$ cat src/rtl/rv_axi_pkg.sv
// Shared definitions for the rv32 AXI master-side blocks.
//   axarb_state_t : arbiter transaction FSM states (3-bit encoding)
//   AXI_OKAY / AXI_SLVERR : response codes; any code with bit 1 set is an error
//   AXI_AW : default AXI address width
package rv_axi_pkg;

  typedef logic [2:0] u3_t;

  typedef enum u3_t {
    StIdle  = 3'd0,
    StWr    = 3'd1,
    StBwait = 3'd2,
    StRd    = 3'd3,
    StRwait = 3'd4,
    StDone  = 3'd5
  } axarb_state_t;

  localparam logic [1:0] AXI_OKAY   = 2'b00;
  localparam logic [1:0] AXI_SLVERR = 2'b10;

  localparam int unsigned AXI_AW = 40;

endpackage

$ cat src/rtl/rr_arbiter.sv
// Combinational requester arbiter for rv_axi_arbiter.
//   req     : per-requester request vector
//   last    : index of the most recently served requester
//   gnt     : one-hot grant (all zero when no request)
//   gnt_idx : binary index of the granted requester
// Default build: round-robin, searching last+1 .. last+NREQ modulo NREQ.
// With RV_AXI_ARB_FIXPRIO_EN defined: fixed priority, lowest index wins, last unused.
module rr_arbiter #(
  parameter int unsigned NREQ = 2,
  parameter int unsigned IW   = 1
) (
  input  logic [NREQ-1:0] req,
  input  logic [IW-1:0]   last,
  output logic [NREQ-1:0] gnt,
  output logic [IW-1:0]   gnt_idx
);

  logic found;

`ifdef RV_AXI_ARB_FIXPRIO_EN
  logic unused_last;
  assign unused_last = ^last;

  always_comb begin
    gnt     = '0;
    gnt_idx = '0;
    found   = 1'b0;
    for (int i = 0; i < int'(NREQ); i++) begin
      if (!found && req[i]) begin
        found   = 1'b1;
        gnt_idx = IW'(i);
      end
    end
    if (found) gnt[gnt_idx] = 1'b1;
  end
`else
  always_comb begin
    gnt     = '0;
    gnt_idx = '0;
    found   = 1'b0;
    // Start one past the last winner so every requester gets a turn.
    for (int i = 1; i <= int'(NREQ); i++) begin
      if (!found && req[(int'(last) + i) % int'(NREQ)]) begin
        found   = 1'b1;
        gnt_idx = IW'((int'(last) + i) % int'(NREQ));
      end
    end
    if (found) gnt[gnt_idx] = 1'b1;
  end
`endif

endmodule

$ cat src/rtl/rv_axi_arbiter.sv
// Shares one single-beat 32-bit AXI master port between NREQ simple bus requesters.
// One AXI transaction (len 0) per grant; the granted requester gets a one-cycle ack.
//   aclk, arst_n        : clock, synchronous active-low reset
//   req/wr/adr/dw/be    : requester side, req held until ack
//   ack/dr/err          : completion pulse, read data and error flag (valid with ack)
//   aw*/w*/b*/ar*/r*    : AXI4 master channels, single beat
// Config macro RV_AXI_ARB_FIXPRIO_EN selects fixed priority instead of round-robin.
module rv_axi_arbiter
  import rv_axi_pkg::*;
#(
  parameter int unsigned NREQ = 2,
  parameter int unsigned AW   = AXI_AW
) (
  input  logic                      aclk,
  input  logic                      arst_n,
  input  logic [NREQ-1:0]           req,
  input  logic [NREQ-1:0]           wr,
  input  logic [NREQ-1:0][AW-1:0]   adr,
  input  logic [NREQ-1:0][31:0]     dw,
  input  logic [NREQ-1:0][3:0]      be,
  output logic [NREQ-1:0]           ack,
  output logic [31:0]               dr,
  output logic                      err,
  output logic [AW-1:0]             awaddr,
  output logic [7:0]                awlen,
  output logic                      awvalid,
  input  logic                      awready,
  output logic [31:0]               wdata,
  output logic [3:0]                wstrb,
  output logic                      wlast,
  output logic                      wvalid,
  input  logic                      wready,
  input  logic [1:0]                bresp,
  input  logic                      bvalid,
  output logic                      bready,
  output logic [AW-1:0]             araddr,
  output logic [7:0]                arlen,
  output logic                      arvalid,
  input  logic                      arready,
  input  logic [31:0]               rdata,
  input  logic [1:0]                rresp,
  input  logic                      rvalid,
  input  logic                      rlast,
  output logic                      rready
);

  localparam int unsigned IW = (NREQ > 1) ? $clog2(NREQ) : 1;

  axarb_state_t    state_q, state_d;
  logic [IW-1:0]   gnt_idx_q, gnt_idx_d;
  logic [IW-1:0]   last_q, last_d;
  logic [AW-1:0]   addr_q, addr_d;
  logic [31:0]     wdata_q, wdata_d;
  logic [3:0]      wstrb_q, wstrb_d;
  logic            wr_q, wr_d;
  logic [31:0]     rdata_q, rdata_d;
  logic            err_q, err_d;
  logic            aw_done_q, aw_done_d;
  logic            w_done_q, w_done_d;

  logic [NREQ-1:0] arb_gnt;
  logic [IW-1:0]   arb_idx;

  // Single-beat responses always carry rlast; nothing to check.
  logic unused_rlast;
  assign unused_rlast = rlast;

  rr_arbiter #(
    .NREQ (NREQ),
    .IW   (IW)
  ) u_rr_arbiter (
    .req     (req),
    .last    (last_q),
    .gnt     (arb_gnt),
    .gnt_idx (arb_idx)
  );

  // Channel payloads come from latched copies so they hold while valid is up.
  assign awaddr = addr_q;
  assign araddr = addr_q;
  assign wdata  = wdata_q;
  assign wstrb  = wstrb_q;
  assign awlen  = 8'd0;
  assign arlen  = 8'd0;
  assign wlast  = 1'b1;

  always_comb begin
    state_d   = state_q;
    gnt_idx_d = gnt_idx_q;
    last_d    = last_q;
    addr_d    = addr_q;
    wdata_d   = wdata_q;
    wstrb_d   = wstrb_q;
    wr_d      = wr_q;
    rdata_d   = rdata_q;
    err_d     = err_q;
    aw_done_d = aw_done_q;
    w_done_d  = w_done_q;
    awvalid   = 1'b0;
    wvalid    = 1'b0;
    bready    = 1'b0;
    arvalid   = 1'b0;
    rready    = 1'b0;
    ack       = '0;
    dr        = '0;
    err       = 1'b0;

    unique case (state_q)
      StIdle: begin
        if (|req) begin
          gnt_idx_d = arb_idx;
          addr_d    = adr[arb_idx];
          wdata_d   = dw[arb_idx];
          wstrb_d   = be[arb_idx];
          wr_d      = |(wr & arb_gnt);
          err_d     = 1'b0;
          aw_done_d = 1'b0;
          w_done_d  = 1'b0;
          state_d   = wr_d ? StWr : StRd;
        end
      end
      StWr: begin
        // AW and W complete independently, in any order.
        awvalid   = !aw_done_q;
        wvalid    = !w_done_q;
        aw_done_d = aw_done_q | awready;
        w_done_d  = w_done_q | wready;
        if (aw_done_d && w_done_d) state_d = StBwait;
      end
      StBwait: begin
        bready = 1'b1;
        if (bvalid) begin
          err_d   = (bresp & AXI_SLVERR) != AXI_OKAY;
          state_d = StDone;
        end
      end
      StRd: begin
        arvalid = 1'b1;
        if (arready) state_d = StRwait;
      end
      StRwait: begin
        rready = 1'b1;
        if (rvalid) begin
          rdata_d = rdata;
          err_d   = (rresp & AXI_SLVERR) != AXI_OKAY;
          state_d = StDone;
        end
      end
      StDone: begin
        ack[gnt_idx_q] = 1'b1;
        dr             = wr_q ? 32'd0 : rdata_q;
        err            = err_q;
        last_d         = gnt_idx_q;
        state_d        = StIdle;
      end
      default: state_d = StIdle;
    endcase
  end

  always_ff @(posedge aclk) begin
    if (!arst_n) begin
      state_q   <= StIdle;
      gnt_idx_q <= '0;
      last_q    <= IW'(NREQ - 1);
      addr_q    <= '0;
      wdata_q   <= '0;
      wstrb_q   <= '0;
      wr_q      <= 1'b0;
      rdata_q   <= '0;
      err_q     <= 1'b0;
      aw_done_q <= 1'b0;
      w_done_q  <= 1'b0;
    end else begin
      state_q   <= state_d;
      gnt_idx_q <= gnt_idx_d;
      last_q    <= last_d;
      addr_q    <= addr_d;
      wdata_q   <= wdata_d;
      wstrb_q   <= wstrb_d;
      wr_q      <= wr_d;
      rdata_q   <= rdata_d;
      err_q     <= err_d;
      aw_done_q <= aw_done_d;
      w_done_q  <= w_done_d;
    end
  end

endmodule

$ cat config.mk
export PLATFORM = sky130hd
export DESIGN_NAME = rv_axi_arbiter
export DESIGN_NICKNAME = d
export VERILOG_FILES = /design/src/rtl/rv_axi_pkg.sv /design/src/rtl/rr_arbiter.sv /design/src/rtl/rv_axi_arbiter.sv
export SDC_FILE = /design/constraint.sdc
export NUM_CORES = 1
export LEC_CHECK = 0
export BUFFER_PORTS_ARGS = -buffer_cell sky130_fd_sc_hd__buf_2
export CAP_MARGIN = 20
export CELL_PAD_IN_SITES_DETAIL_PLACEMENT = 1
export CELL_PAD_IN_SITES_GLOBAL_PLACEMENT = 1
export CORE_ASPECT_RATIO = 1.4
export CORE_UTILIZATION = 27
export DETAILED_ROUTE_END_ITERATION = 16
export GPL_ROUTABILITY_DRIVEN = 0
export GPL_TIMING_DRIVEN = 0
export PLACE_DENSITY = 0.75
export SLEW_MARGIN = 40
export SYNTH_ARGS = -nofsm -noshare
export SYNTH_HDL_FRONTEND = slang
export SYNTH_SLANG_ARGS = --single-unit
$ cat constraint.sdc
create_clock -name aclk -period 1.3 [get_ports aclk]
set_input_delay 0.13 -clock aclk [delete_from_list [all_inputs] [get_ports aclk]]
set_output_delay 0.13 -clock aclk [all_outputs]
set_load 0.005 [all_outputs]
==> reports/qor.csv, run 1 <==
metric,value,unit
H-tree Lvls,4,
area delta synth->final,79.38,%
RSZ-0062 raised after global routing,yes,
minimum clock period after layout,1.815,ns
Final Non-Filler Cells,1378,
Avg Inst Size Synth,9.233,µm²
proportion of layout cells with a drive suffix above 1,0.5626,
"EDFF count, synth",0,
"Clk Latency, worst-skew pair",0.42,ns
Commonest cells post-synth,"nand2_1 (144), dfxtp_1 (117), o211a_1 (77)",
filler instances,2469,
"flops & latches, synth",117,
Via density,4.702,
met3 usage,0.04021,
grt met1 use,0.2088,
largest cells by area after synthesis,"dfxtp_1 (40%), o211a_1 (13%), mux2i_1 (13%)",
Initial DRC Count,218,
nets,1305,
First-pass DRT Iterations,4,
Rows,63,
GRT met2 Usage,0.4137,
Initial Util,0.2777,
Post-synth ARST share,0,
Peak Freq,551.0,MHz
grt peak-use layer,met2,
Critical Path RT,1.17,ns
antenna violations before repair,0,
Root Driver,clkbuf_16,
Worst VDD drop,0.0008365,V
critical path class,reg2out,
clock share of power,0.238,
Final Cycle Share,1.396,
Synth warnings,0,
final WL,26920,µm
synthesized cell area,5909,µm²
DP HPWL,17220,µm
largest area contributor in the netlist,dfxtp_1,
PortBufs,351,
most common cell in the netlist,nand2_1,
CP Max Fanout,8,
post-route ant nets,0,
Startpoint Class,register,
max-cap violation count,0,
crit end category,output pin,
multi-input logic area,3304,µm²
Slew Limit Fails,0,
height of the die,177.0,µm
internal power,13.73,mW
Num CTS Buffers,17,
Sw Ratio,0.3406,
GRT overflow,0,
Setup WS post-layout,-0.5150,ns
PwrDens,1965,nW/µm²
post-synthesis sequential area ratio,0.3964,
Worst-path clk slew,0.06,ns
largest net degree at the start of global routing,17,
Post-synth top flop,dfxtp_1,
Register Area,2352,µm²
worst min-delay path class,in2reg,
library cells used by synthesis,34,
Comb power frac,0.494,
antenna fix cells,0,
Clock Sinks,117,
Residual DRC,0,
Setup Skew,0.01609,ns
Flop pwr share,0.268,
crit path DAT,1.69,ns
Core Box Area,21280,µm²
static leakage,5.744,nW
DR WL/cell,19.54,µm
I/O pin cnt,373,
hold_ws,0.05493,ns
Post-Syn Instances,640,
all-layer global routing usage,0.2070,
share of Yosys cell area claimed by the top area cell type,0.3964,
vias in the first global route,6632,
CTS tree,done,
final setup fails,157,
Final Hold Viols,0,
net switching power,7.093,mW
status,"finished, violations left",
Max-slew headroom,0.5802,
global-route wire length before repair,35420,µm
worst slew pin tran,0.6297,ns
failing checks,negative setup slack,
Setup TNS Final,-63.87,ns
placed cell count,1266,
Die ar.,22490,µm²
Die X,127.0,µm
clk buf depth,2,
Vias,6480,
==> registers in the layout (all words and copies together), names as in the netlist <==
register / count
araddr: 40
rdata_q: 32
wdata: 32
wstrb: 4
state_q: 3
aw_done_q: 1
err_q: 1
gnt_idx_q: 1
last_q: 1
w_done_q: 1
wr_q: 1
==> cells in the final DEF (no fill, tap or decap), drive strengths merged <==
cell / instances
buf: 481
and2: 37
a32oi: 1
or4: 1
nand2: 144
dlygate4sd3: 33
nor2b: 4
clkinvlp: 2
a211o: 1
a22oi: 3
mux2: 1
o211a: 77
nor2: 10
o31ai: 1
conb: 17
and3: 1
inv: 3
o22ai: 1
a21boi: 34
bufinv: 3
nor3: 2
nand3b: 2
mux2i: 76
clkinv: 6
o21a: 4
and3b: 2
nand3: 1
clkbuf: 43
dfxtp: 117
and2b: 1
nand2b: 2
a21oi: 2
o21ai: 4
o211ai: 1
==> power by group through the flow <==
stage | combinational [mW] | clock (mW) | sequential [mW]
final | 10.3 | 4.96 | 5.58
after global placement | 6.58 | 0 | 5.56
after floorplan | 3.75 | 0 | 5.51
after global routing | 11.1 | 5.20 | 5.71
after detailed placement | 6.69 | 0 | 5.61
after CTS | 7.62 | 5.03 | 5.55
==> through the flow <==
step	setup WS, ns	total power [mW]	util	cell area, µm²
4_1_cts	-0.5203	18.20	0.4530	9642
3_5_place_dp	-0.7196	12.30	0.3791	8068
5_1_grt	-0.5741	21.97	0.4981	10600
3_3_place_gp	-0.7421	12.14	0.3791	8068
2_1_floorplan	-0.04760	9.258	-	5986
6_report	-0.5150	20.82	0.4981	10600
==> routing by layer <==
metal	vias to the layer above	wire, µm	share of wire
met2	263	15290	0.57
met4	0	739	0.027
met1	3109	9580	0.36
li1	3064	-	-
met3	44	1316	0.049
met5	-	0	0
==> worst paths after layout <==
path	from	endpoint	slack (ns)	cells past startpoint
setup / recovery	state_q[2]$_SDFFE_PN0P_	dr[22]	-0.52	7
hold / removal	wready	w_done_q$_SDFFE_PN0P_	0.05	3
setup reg to reg	state_q[2]$_SDFFE_PN0P_	rdata_q[28]$_SDFFE_PN0P_	-0.45	10
hold reg to reg	rdata_q[4]$_SDFFE_PN0P_	rdata_q[4]$_SDFFE_PN0P_	0.46	2
==> final cells by class <==
type,count,share of cell area
buffer,104,0.09112
clock buffer,18,0.04143
clock inverter,14,0.01664
multi-input combinational,430,0.3117
sequential,117,0.2219
tap,260,0.03069
timing repair buffer,435,0.2865
==> timing repair <==
action | CTS | global route
pin swaps | 34 | 24
hold buffers | 33 | 0
gates resized for setup | 112 | 157
setup endpoints to repair | 151 | 157
gates cloned | 6 | 14
setup buffers | 16 | 18
hold endpoints to repair | 33 | 0
==> kinds of logic after synthesis <==
logic type	count (synthesis)	share of synthesized area
other cells	2	0.001271
simple gates	207	0.1571
flops	117	0.3964
mux	77	0.1306
buf+inv	108	0.1205
compound gates	129	0.1942
==> worst max-delay path, stage by stage, from the launching register on <==
cell and delay, ns:
dfxtp_2 0.35, buf_6 0.10, nand3b_1 0.16, nor2_4 0.15, buf_12 0.16, buf_8 0.11
and2_1 0.13, buf_2 0.12
(Power assumes the default switching activity.)
==> run 2: changes to the inputs <==
--- a/config.mk
+++ b/config.mk
@@ -15,6 +15,7 @@
 export GPL_ROUTABILITY_DRIVEN = 0
 export GPL_TIMING_DRIVEN = 0
 export PLACE_DENSITY = 0.75
+export REMOVE_ABC_BUFFERS = 1
 export SLEW_MARGIN = 40
 export SYNTH_ARGS = -nofsm -noshare
 export SYNTH_HDL_FRONTEND = slang
==> run 2 against run 1 <==
Against the previous run: the flow still finishes with violations (negative setup slack); sequential power hardly changed; critical path depth fell by 1; global-route usage decreased by 1.3 points; utilization shrank 1.7 points; worst setup slack got worse by 0.022 ns; combinational power down 10%; clock power down 3%; maximum frequency decreased by 1.2%; sequential share of layout area up 0.82 points.
==> reports/qor.csv, run 2 (synthesized netlist as in run 1, its figures left out) <==
metric,value,unit,change
Initial Util,0.2777,,unchanged
height of the die,177.0,µm,unchanged
antenna fix cells,0,,unchanged
"commonest non-fill, non-tap cell in the layout",buf_2,,unchanged
FF-to-FF End,wdata[2]$_SDFFE_PN0P_,,was rdata_q[28]$_SDFFE_PN0P_
Final Non-Filler Cells,1309,,was 1378
placed cell count,1169,,was 1266
proportion of layout cells with a drive suffix above 1,0.5586,,was 0.5626
worst min-delay path class,in2reg,,unchanged
Root Driver,clkbuf_16,,unchanged
FF-to-FF Start,last_q$_SDFFE_PN1P_,,was state_q[2]$_SDFFE_PN0P_
antenna violations before repair,0,,unchanged
DP HPWL,13900,µm,was 17220 µm
H-tree Lvls,4,,unchanged
First-pass DRT Iterations,4,,unchanged
crit end category,output pin,,unchanged
Clock Sinks,117,,unchanged
Setup WS post-layout,-0.5373,ns,was -0.5150 ns
Die X,127.0,µm,unchanged
minimum clock period after layout,1.837,ns,was 1.815 ns
cell area after layout,10240,µm²,was 10600 µm²
PwrDens,1913,nW/µm²,was 1965 nW/µm²
Rows,63,,unchanged
Setup Skew,0.01218,ns,was 0.01609 ns
CP Max Fanout,6,,was 8
largest net degree at the start of global routing,63,,was 17
Via density,4.915,,was 4.702
Core Box Area,21280,µm²,unchanged
Final Util,0.4812,,was 0.4981
Reg2Reg Depth,10,,unchanged
Num CTS Buffers,17,,unchanged
"Clk Latency, worst-skew pair",0.40,ns,was 0.42 ns
Residual DRC,0,,unchanged
Setup TNS Final,-53.42,ns,was -63.87 ns
pre-CTS setup slack,-1.273,ns,was -0.7196 ns
Area after DPL,7552,µm²,was 8068 µm²
hold path depth,3,,unchanged
final setup fails,156,,was 157
Vias,6434,,was 6480
critical path class,reg2out,,unchanged
max-cap violation count,0,,unchanged
post-route ant nets,0,,unchanged
clk buf depth,2,,unchanged
Startpoint Class,register,,unchanged
I/O pin cnt,373,,unchanged
most frequent cells in the layout,"buf_2 (325), nand2_1 (118), dfxtp_1 (113)",,"was buf_2 (322), dfxtp_1 (113), nand2_1 (109)"
Peak Freq,544.3,MHz,was 551.0 MHz
status,"finished, violations left",,unchanged
Worst VDD drop,0.0009067,V,was 0.0008365 V
static leakage,5.368,nW,was 5.744 nW
Final Hold Viols,0,,unchanged
DR WL/cell,20.44,µm,was 19.54 µm
PortBufs,352,,was 351
global-route wire length before repair,33720,µm,was 35420 µm
CTS tree,done,,unchanged
Critical Path RT,1.17,ns,about the same
Die ar.,22490,µm²,unchanged
final WL,26760,µm,was 26920 µm
Pwr Total,19.60,mW,was 20.82 mW
Initial DRC Count,247,,was 218
vias in the first global route,6384,,was 6632
Min-Delay Endpoint,aw_done_q$_SDFFE_PN0P_,,was w_done_q$_SDFFE_PN0P_
min-delay src,awready,,was wready
area delta synth->final,73.32,%,was 79.38%
all-layer global routing usage,0.1944,,was 0.2070
crit path DAT,1.71,ns,was 1.69 ns
Largest register FFs,40,,unchanged
hold_ws,0.05597,ns,was 0.05493 ns
Slew Limit Fails,0,,unchanged
nets,1236,,was 1305
RSZ-0062 raised after global routing,yes,,unchanged
Final Cycle Share,1.413,,was 1.396
Worst R2R Setup Slack,-0.50,ns,was -0.45 ns
failing checks,negative setup slack,,unchanged
GRT overflow,0,,unchanged
Worst-path clk slew,0.06,ns,about the same
-- run 2: changes by cell type in the layout (fill, tap and decap cells not counted), moves of 5 or more --
cell / delta
buf_12: +8
nand2_2: -5
mux2i_4: +7
mux2i_1: -21
nand2_1: +9
a21boi_1: -5
buf_6: +5
mux2i_2: +14
clkbuf_1: -12
buf_16: +6
buf_4: -62
buf_8: -21
clkbuf_16: -7
-- run 2: final cells by class --
cell class,count,area [µm²]
clock inverters,13,145.1
repair buffers,458,3388
fillers,2481,11040
clock buffers,19,452.9
multi-input cells,442,3573
flip-flops and latches,117,2357
well taps,260,325.3
-- run 2: layer usage --
layer	vias up	share of wire	GRT usage
met4	0	0.037	0.07292
li1	2943	-	-
met2	303	0.56	0.3826
met5	-	0	0
met3	54	0.054	0.04021
met1	3134	0.35	0.1979
-- run 2: how the worst max path moves through the flow --
stage / startpoint / cells past startpoint / to
floorplan: last_q$_SDFFE_PN1P_ / 4 / araddr[0]$_SDFFE_PN0P_
global placement: req[1] / 5 / wdata[1]$_SDFFE_PN0P_
detailed placement: last_q$_SDFFE_PN1P_ / 10 / wdata[5]$_SDFFE_PN0P_
CTS: last_q$_SDFFE_PN1P_ / 10 / wdata[5]$_SDFFE_PN0P_
global route: state_q[1]$_SDFFE_PN0P_ / 6 / dr[6]
finish: state_q[1]$_SDFFE_PN0P_ / 6 / dr[27]
-- run 2: timing repair --
item | in CTS | in global routing
buffers inserted | 32 | 29
pin swaps | 52 | 86
hold buffers | 32 | 0
hold endpoints to repair | 32 | 0
gates resized for setup | 89 | 151
setup endpoints to repair | 156 | 156
gates cloned | 10 | 14
-- run 2: critical path, cell delays in order (launching register included) --
cell	delay, ns
dfxtp_4	0.36
nand3b_1	0.23
nor2_4	0.15
buf_12	0.15
buf_6	0.12
and2_1	0.15
buf_2	0.13
-- run 2: where the power goes --
group / internal, mW / leakage [nW] / switching (mW)
logic: 4.81 / 4.13 / 4.44
clock network: 2.95 / 0.275 / 1.84
registers: 4.74 / 0.964 / 0.820
==> run 3: changes to the inputs <==
--- a/config.mk
+++ b/config.mk
@@ -5,16 +5,16 @@
 export SDC_FILE = /design/constraint.sdc
 export NUM_CORES = 1
 export LEC_CHECK = 0
-export BUFFER_PORTS_ARGS = -buffer_cell sky130_fd_sc_hd__buf_2
 export CAP_MARGIN = 20
 export CELL_PAD_IN_SITES_DETAIL_PLACEMENT = 1
 export CELL_PAD_IN_SITES_GLOBAL_PLACEMENT = 1
-export CORE_ASPECT_RATIO = 1.4
-export CORE_UTILIZATION = 27
+export CORE_AREA = 2 2 144 146
 export DETAILED_ROUTE_END_ITERATION = 16
+export DIE_AREA = 0 0 146 148
+export DONT_BUFFER_PORTS = 1
 export GPL_ROUTABILITY_DRIVEN = 0
 export GPL_TIMING_DRIVEN = 0
-export PLACE_DENSITY = 0.75
+export PLACE_DENSITY = 0.57
 export REMOVE_ABC_BUFFERS = 1
 export SLEW_MARGIN = 40
 export SYNTH_ARGS = -nofsm -noshare
==> run 3 against run 2 <==
Against the previous run: the run ends with negative hold slack, negative setup slack left; clock power is 5.6% higher; sequential share of layout area is 4.6 points higher; maximum frequency is 7.0% higher; power hardly changed; non-clock buffer count is 352 lower; routed wire length is 14% lower; clock skew is 0.0022 ns lower; utilization is 5.5 points lower; global-route usage is 0.90 points lower.
==> reports/qor.csv, run 3 (synthesized netlist as in run 1, its figures left out) <==
metric,value,unit,change
Final Util,0.4262,,was 0.4812
"Clk Latency, worst-skew pair",0.41,ns,was 0.40 ns
Pwr Total,19.61,mW,was 19.60 mW
Area after DPL,5782,µm²,was 7552 µm²
vias in the first global route,5272,,was 6384
crit end category,register,,was output pin
Worst-path clk slew,0.06,ns,about the same
all-layer global routing usage,0.1854,,was 0.1944
GRT overflow,0,,unchanged
Rows,52,,was 63
most frequent cells in the layout,"dfxtp_1 (113), nand2_1 (85), o211a_1 (77)",,"was buf_2 (325), nand2_1 (118), dfxtp_1 (113)"
proportion of layout cells with a drive suffix above 1,0.3555,,was 0.5586
crit path DAT,2.07,ns,was 1.71 ns
Final Cycle Share,1.321,,was 1.413
DR WL/cell,23.81,µm,was 20.44 µm
minimum clock period after layout,1.717,ns,was 1.837 ns
Clock Sinks,117,,unchanged
RSZ-0062 raised after global routing,yes,,unchanged
global-route wire length before repair,30940,µm,was 33720 µm
static leakage,3.912,nW,was 5.368 nW
CTS tree,done,,unchanged
Core Box Area,20040,µm²,was 21280 µm²
CP top delay family,buffers and inverters,,was simple AND/OR/NAND/NOR gates
final WL,22900,µm,was 26760 µm
Initial Util,0.2949,,was 0.2777
cell area after layout,8541,µm²,was 10240 µm²
hold_ws,-0.1312,ns,was 0.05597 ns
critical path class,reg2reg,,was reg2out
slowest cell on the critical path,dfxtp_4,,unchanged
Die X,146,µm,was 127.0 µm
CP Max Fanout,7,,was 6
Die ar.,21610,µm²,was 22490 µm²
clk buf depth,2,,unchanged
H-tree Lvls,4,,unchanged
final setup fails,156,,unchanged
failing checks,"negative hold slack, negative setup slack",,was negative setup slack
placed cell count,826,,was 1169
Num CTS Buffers,17,,unchanged
Final Hold Viols,59,,was 0
Root Driver,clkbuf_16,,unchanged
antenna violations before repair,0,,unchanged
Vias,5004,,was 6434
nets,879,,was 1236
area delta synth->final,44.53,%,was 73.32%
largest net degree at the start of global routing,119,,was 63
post-route ant nets,0,,unchanged
Setup Skew,0.009975,ns,was 0.01218 ns
Startpoint Class,register,,unchanged
crit path cell chain,buf_4 > buf_6 > nor3_4 > o21a_4 > buf_16 > buf_16 > buf_12 > clkbuf_16 > o211a_1,,was nand3b_1 > nor2_4 > buf_12 > buf_6 > and2_1 > buf_2
"commonest non-fill, non-tap cell in the layout",dfxtp_1,,was buf_2
Slew Limit Fails,0,,unchanged
First-pass DRT Iterations,6,,was 4
CP dominant cell by count,buf_16,,
Residual DRC,0,,unchanged
antenna fix cells,0,,unchanged
DP HPWL,11400,µm,was 13900 µm
Largest register FFs,40,,unchanged
I/O pin cnt,373,,unchanged
Crit path largest cell delay,0.35,ns,was 0.36 ns
Worst VDD drop,0.0008282,V,was 0.0009067 V
worst min-delay path class,in2reg,,unchanged
height of the die,148,µm,was 177.0 µm
max-cap violation count,0,,unchanged
CP bufs+invs,6,,was 3
Via density,5.202,,was 4.915
PortBufs,0,,was 352
Peak Freq,582.5,MHz,was 544.3 MHz
Setup WS post-layout,-0.4167,ns,was -0.5373 ns
Final Non-Filler Cells,962,,was 1309
pre-CTS setup slack,-0.9731,ns,was -1.273 ns
Initial DRC Count,145,,was 247
Critical Path RT,1.65,ns,was 1.17 ns
PwrDens,2296,nW/µm²,was 1913 nW/µm²
Setup TNS Final,-52.23,ns,was -53.42 ns
status,"finished, violations left",,unchanged
[run 3: where the power goes]
group          internal (mW)  switching [mW]  total, mW  leakage (nW)
sequential              4.74            1.28       6.01         0.964
combinational           4.73            3.81       8.54          2.65
clock                   3.24            1.82       5.06         0.301
total                   12.7            6.90       19.6          3.91
[run 3: final cells by class]
cell class              instances  area, µm²
repair buffers                106       1644
flip-flops and latches        117       2355
fillers                      2152      11500
clock inverters                14      201.4
clock buffers                  18      429.2
well taps                     270      337.8
multi-input cells             437       3573
[run 3: metal layers]
metal / routed length [µm] / GRT usage / share of wire / up-vias
met4: 425 / 0.05437 / 0.019 / 0
met3: 1484 / 0.05741 / 0.065 / 25
li1: - / - / - / 2229
met5: 0 / 0 / 0 / -
met2: 12780 / 0.3552 / 0.56 / 263
met1: 8210 / 0.1941 / 0.36 / 2487
[run 3: repair_timing]
item,4_1_cts,5_1_grt
cloned,18,7
buffers inserted,36,19
resized for setup,130,123
pin swaps,104,72
hold endpoints to repair,117,117
setup endpoints to repair,156,155
hold buffers,31,1
[run 3: worst paths after layout]
check / start / to / depth (start not counted) / slack (ns)
setup / recovery: state_q[1]$_SDFFE_PN0P_ / wdata[0]$_SDFFE_PN0P_ / 9 / -0.42
hold / removal: arst_n / araddr[36]$_SDFFE_PN0P_ / 1 / -0.13
setup reg to reg: state_q[1]$_SDFFE_PN0P_ / wdata[0]$_SDFFE_PN0P_ / 9 / -0.42
hold reg to reg: rdata_q[29]$_SDFFE_PN0P_ / rdata_q[29]$_SDFFE_PN0P_ / 2 / 0.44
[run 3: worst register-to-register path, cell delays in order, from the launching register on]
cell	delay, ns
dfxtp_4	0.35
buf_4	0.14
buf_6	0.11
nor3_4	0.15
o21a_4	0.20
buf_16	0.12
buf_16	0.14
buf_12	0.15
clkbuf_16	0.15
o211a_1	0.14
